--- config.mk ---
export PLATFORM = sky130hd
export DESIGN_NAME = ysyx_220053_divx
export DESIGN_NICKNAME = d
export VERILOG_FILES = /design/src/rtl/ysyx_220053_divx.sv
export SDC_FILE = /design/constraint.sdc
export NUM_CORES = 1
export LEC_CHECK = 0
export ABC_AREA = 1
export BUFFER_PORTS_ARGS = -buffer_cell sky130_fd_sc_hd__buf_2
export CORE_UTILIZATION = 26
export DETAILED_ROUTE_END_ITERATION = 10
export GPL_ROUTABILITY_DRIVEN = 1
export HOLD_SLACK_MARGIN = 0.06
export SKIP_LAST_GASP = 1
export SLEW_MARGIN = 40
export SYNTH_ARGS = -nofsm -noshare
export SYNTH_HDL_FRONTEND = slang
export SYNTH_SLANG_ARGS = --single-unit
--- constraint.sdc ---
create_clock -name clk -period 6.4 [get_ports clk]
set_input_delay 0.96 -clock clk [delete_from_list [all_inputs] [get_ports clk]]
set_output_delay 0.96 -clock clk [all_outputs]
set_load 0.005 [all_outputs]
--- src/rtl/ysyx_220053_divx.sv ---
// Multi-cycle restoring radix-2 divider with signed and 32-bit word modes.
// Define YSYX_220053_DIV_FASTPATH_EN to finish divide-by-zero and signed overflow one cycle after accept.
module ysyx_220053_divx #(
    parameter int XLEN    = 64,
    parameter int WORD_OP = 1
) (
    input  logic            clk,
    input  logic            rst,
    input  logic            flush,
    input  logic            div_valid,
    output logic            div_ready,
    input  logic            div_signed,
    input  logic            div_word,
    input  logic [XLEN-1:0] dividend,
    input  logic [XLEN-1:0] divisor,
    output logic            out_valid,
    input  logic            out_ready,
    output logic [XLEN-1:0] quotient,
    output logic [XLEN-1:0] remainder
);
    localparam int CW = $clog2(XLEN);
    localparam bit WORD_EN = (XLEN == 64) && (WORD_OP != 0);
`ifdef YSYX_220053_DIV_FASTPATH_EN
    localparam bit FAST_PATH = 1'b1;
`else
    localparam bit FAST_PATH = 1'b0;
`endif

    typedef enum logic [1:0] {IDLE, CALC, DONE} state_t;

    state_t          state, state_n;
    logic [CW-1:0]   cnt;
    logic [XLEN-1:0] rem, quo, dsr, dvd_res;
    logic            word_r, neg_q, neg_r, zero_r, ovf_r;

    function automatic logic [XLEN-1:0] sext32(input logic [31:0] x);
        logic [XLEN-1:0] v;
        v       = {XLEN{x[31]}};
        v[31:0] = x;
        return v;
    endfunction

    function automatic logic [XLEN-1:0] zext32(input logic [31:0] x);
        logic [XLEN-1:0] v;
        v       = '0;
        v[31:0] = x;
        return v;
    endfunction

    assign div_ready = (state == IDLE);
    assign out_valid = (state == DONE);

    // Operand decode at the accept edge
    logic            word_in, a_neg, b_neg, in_zero, in_ovf, in_special;
    logic [XLEN-1:0] a_ext, b_ext, a_abs, b_abs, min_val, in_res, quo_init;

    always_comb begin
        word_in = WORD_EN && div_word;
        if (word_in) begin
            a_ext   = div_signed ? sext32(dividend[31:0]) : zext32(dividend[31:0]);
            b_ext   = div_signed ? sext32(divisor[31:0])  : zext32(divisor[31:0]);
            min_val = sext32(32'h8000_0000);
            in_res  = sext32(dividend[31:0]);
        end else begin
            a_ext   = dividend;
            b_ext   = divisor;
            min_val = {1'b1, {(XLEN-1){1'b0}}};
            in_res  = dividend;
        end
        a_neg      = div_signed && a_ext[XLEN-1];
        b_neg      = div_signed && b_ext[XLEN-1];
        a_abs      = a_neg ? -a_ext : a_ext;
        b_abs      = b_neg ? -b_ext : b_ext;
        in_zero    = (b_ext == '0);
        in_ovf     = div_signed && (a_ext == min_val) && (b_ext == '1);
        in_special = in_zero || in_ovf;
        // word magnitudes are left-aligned so the MSB-first shift works for both widths
        quo_init   = word_in ? (a_abs << (XLEN - 32)) : a_abs;
    end

    // One restoring step plus final sign/width fix-up
    logic [XLEN:0]   shifted, diff;
    logic [XLEN-1:0] rem_n, quo_n, q_s, r_s, fin_q, fin_r;
    logic            last;

    always_comb begin
        shifted = {rem, quo[XLEN-1]};
        diff    = shifted - {1'b0, dsr};
        if (!diff[XLEN]) begin
            rem_n = diff[XLEN-1:0];
            quo_n = {quo[XLEN-2:0], 1'b1};
        end else begin
            rem_n = shifted[XLEN-1:0];
            quo_n = {quo[XLEN-2:0], 1'b0};
        end
        last = (cnt == (word_r ? CW'(31) : CW'(XLEN-1)));
        q_s  = neg_q ? -quo_n : quo_n;
        r_s  = neg_r ? -rem_n : rem_n;
        if (word_r) begin
            q_s = sext32(q_s[31:0]);
            r_s = sext32(r_s[31:0]);
        end
        if (zero_r) begin
            fin_q = '1;
            fin_r = dvd_res;
        end else if (ovf_r) begin
            fin_q = dvd_res;
            fin_r = '0;
        end else begin
            fin_q = q_s;
            fin_r = r_s;
        end
    end

    always_comb begin
        state_n = state;
        case (state)
            IDLE:    if (div_valid) state_n = (FAST_PATH && in_special) ? DONE : CALC;
            CALC:    if (last) state_n = DONE;
            DONE:    if (out_ready) state_n = IDLE;
            default: state_n = IDLE;
        endcase
        if (flush) state_n = IDLE;
    end

    always_ff @(posedge clk) begin
        if (rst) state <= IDLE;
        else     state <= state_n;
    end

    always_ff @(posedge clk) begin
        if (rst) begin
            cnt       <= '0;
            rem       <= '0;
            quo       <= '0;
            dsr       <= '0;
            dvd_res   <= '0;
            word_r    <= 1'b0;
            neg_q     <= 1'b0;
            neg_r     <= 1'b0;
            zero_r    <= 1'b0;
            ovf_r     <= 1'b0;
            quotient  <= '0;
            remainder <= '0;
        end else if (flush) begin
            cnt <= '0;
        end else begin
            case (state)
                IDLE: if (div_valid) begin
                    cnt     <= '0;
                    rem     <= '0;
                    quo     <= quo_init;
                    dsr     <= b_abs;
                    dvd_res <= in_res;
                    word_r  <= word_in;
                    neg_q   <= a_neg ^ b_neg;
                    neg_r   <= a_neg;
                    zero_r  <= in_zero;
                    ovf_r   <= in_ovf;
                    if (FAST_PATH && in_special) begin
                        quotient  <= in_zero ? '1 : in_res;
                        remainder <= in_zero ? in_res : '0;
                    end
                end
                CALC: begin
                    rem <= rem_n;
                    quo <= quo_n;
                    cnt <= last ? '0 : cnt + 1'b1;
                    if (last) begin
                        quotient  <= fin_q;
                        remainder <= fin_r;
                    end
                end
                default: ;
            endcase
        end
    end
endmodule

==> flow_summary.ini <==
[status]
status = finished clean

[grt]
grt_antenna_before_repair = 5
globalRouteTotalUtil = 0.2516
grt_pass1_vias = 33870
grt_overflow = 0
grt_first_pass_wirelength_mm = 229.7
largest_net_degree_at_the_start_of_global_routing = 168

[worst_setup_path]
cp_max_stage_cell = sky130_fd_sc_hd__fa_1
worst_path_largest_cell_delay_ns = 0.41
cp.required_ns = 6.97
timing.critical_path.from_type = flop
cp_max_fo = 5
worst-setup-path-type = reg2reg
cp_common_cell = sky130_fd_sc_hd__nand2_1
cp_arrival_ns = 5.92
crit_path_end_kind = flop

[cts]
cts_post_setup_buffers_inserted = 0
numCtsBuffers = 48
clockRootBuffer = sky130_fd_sc_hd__clkbuf_16
postCtsHoldBufs = 0
clk_path_buf_depth = 3
cts.sinks = 397
tritoncts = done
clk_pin_slew_ns = 0.07
worstSkewPairLatency_ns = 0.65
cts_max_level = 2
post_cts_resized = 0

[detailed_routing]
drc = 0
detail-route-antenna-nets = 0
post_dr_wirelength_cell_um = 22.19
wirelength_mm = 160.1
detail_route.vias_per_cell = 5.120
vias = 36930
drt-pass1-iter-count = 7
initialDrtViolationCount = 4496

[sta]
setup_slack_ns = 1.052
max_freq_mhz = 187.0
finalHoldViolCount = 0
max_slew_margin = 0.4224
fin_crit_sh = 0.8356
grt_setup_unrepaired = no
fin_crit_ns = 5.348
slew_violations = 0
setup-violations-final = 0
final.setup.tns_ns = 0
clock-skew-final_ns = 0.03319
worst_slew_pin_slew_ns = 0.8611

[die]
die_w_um = 351.6
coreArea_mm2 = 0.1206
die-height_um = 351.6
dieArea_mm2 = 0.1236
top_ports = 265
floorplan.initialDensity = 0.2635
rows = 127

[layout]
drive_gt1_frac = 0.1073
layout.nets = 5771
layout.core_utilization = 0.3003
area_growth_syn_to_layout_pct = 13.99
mostFrequentLayoutCell = sky130_fd_sc_hd__nand2_1
stdcell_area_mm2 = 0.03622
layout_common_cells = 1,556 x sky130_fd_sc_hd__nand2_1, 819 x sky130_fd_sc_hd__inv_1, 547 x sky130_fd_sc_hd__a21oi_1, 446 x sky130_fd_sc_hd__nor2_1, 393 x sky130_fd_sc_hd__dfxtp_1

[place]
pre_cts_slack_ns = 1.235
gp_routability_congestion = 0.9984
portBuffers = 264
detailed_place.area_mm2 = 0.03448
hpwl_mm = 127.1

[power_and_ir_drop]
irDropWorstVdd_v = 0.0002180
power_per_cell_area_mw_per_mm2 = 206.8
power.static_leakage_nw = 19.05
report.power.total_mw = 7.490

[synth]
synthesis.yosys.warnings = 0
ys_seq_area_frac = 0.2501
post_synth_num_cell_types = 57
synth_edf_count = 0
per_instance_average_area_after_synthesis_um2 = 5.827
syn_area_mm2 = 0.03178
synth.largest_area_cell = sky130_fd_sc_hd__dfxtp_1
syn-instance-count = 5454
synthArstFlopShare = 0
synthFlopType = sky130_fd_sc_hd__dfxtp_1
yosysTopAreaCellShare = 0.2501
syn_nets = 5660
yosys-top-cells-area = sky130_fd_sc_hd__dfxtp_1 25%, sky130_fd_sc_hd__nand2_1 18%, sky130_fd_sc_hd__inv_1 9.7%
synth.ff_latch_count = 397

[run]
cap_violations = 0

[worst_hold_path]
worst_hold_path_type = reg2reg
-- sequential cells by signal, summed over array words and instances, names as in the netlist --
signal,flops
neg_q,1
ovf_r,1
word_r,1
state,2
neg_r,1
zero_r,1
cnt,6
remainder,64
dsr,64
quotient,64
rem,64
quo,64
dvd_res,64
-- cells by family (layout without fill, tap and decap cells) --
kind of cell | after synthesis | in the layout | share of synthesized area
AOI/OAI and AO/OA | 1127 | 1127 | 0.1930
buffers and inverters | 1083 | 1229 | 0.1328
xor gates and xnor gates | 158 | 158 | 0.04355
adders and majority gates | 71 | 71 | 0.02819
DFF | 397 | 397 | 0.2501
and+or+nand+nor | 2618 | 2618 | 0.3524
other | 0 | 1 | 0
-- metrics by stage --
stage	instances	hold WS, ns
2_1_floorplan	5454	0.4557
3_3_place_gp	7127	0.4734
3_5_place_dp	7127	0.4741
4_1_cts	7212	0.4838
5_1_grt	7212	0.5042
6_report	7213	0.4855
-- per-layer routing --
| layer | vias to the layer above | share of wire | global-route usage |
|---|---|---|---|
| met5 | - | 0 | 0 |
| met4 | 0 | 0.038 | 0.08749 |
| met3 | 205 | 0.091 | 0.03982 |
| met2 | 1795 | 0.42 | 0.3832 |
| met1 | 17290 | 0.45 | 0.3560 |
| li1 | 17640 | - | - |
-- layout make-up --
type / count / area (µm²)
flip-flops and latches: 397 / 7953
fillers: 13670 / 84380
well taps: 1612 / 2017
inverters: 841 / 3169
multi-input cells: 3974 / 19690
clock buffers: 61 / 1310
diodes: 1 / 2.502
clock inverters: 24 / 419.2
repair buffers: 303 / 1665
-- critical path: cells and delay by family, from the launching register on --
kind	cells	cell delay, ns
adder cells (fa/ha/maj)	3	0.84
AND/OR/NAND/NOR	22	2.71
AO/OA/AOI/OAI	6	1.12
flip-flops	1	0.35
buffers and inverters	3	0.26
-- worst paths after layout --
kind | cells after the start | start | slack (ns) | to
max | 34 | quo[63]$_SDFFE_PP0P_ | 1.05 | quotient[56]$_SDFFE_PP0P_
min | 2 | quo[63]$_SDFFE_PP0P_ | 0.49 | quo[63]$_SDFFE_PP0P_
max reg2reg | 34 | quo[63]$_SDFFE_PP0P_ | 1.05 | quotient[56]$_SDFFE_PP0P_
min reg2reg | 2 | quo[63]$_SDFFE_PP0P_ | 0.49 | quo[63]$_SDFFE_PP0P_
-- Yosys cell counts (all sizes together), types with 66 or more instances --
cell	count
nand4	66
dfxtp	397
nor3	79
clkbuf	202
nor2	478
inv	835
ha	70
a21oi	579
xor2	103
nand3	261
nand2	1672
o21ai	409
-- power by group --
part	switching (mW)	internal [mW]
Combinational	1.27	0.456
Sequential	0.103	2.57
Clock	1.27	1.82
Power figures use the tool's default switching activity.
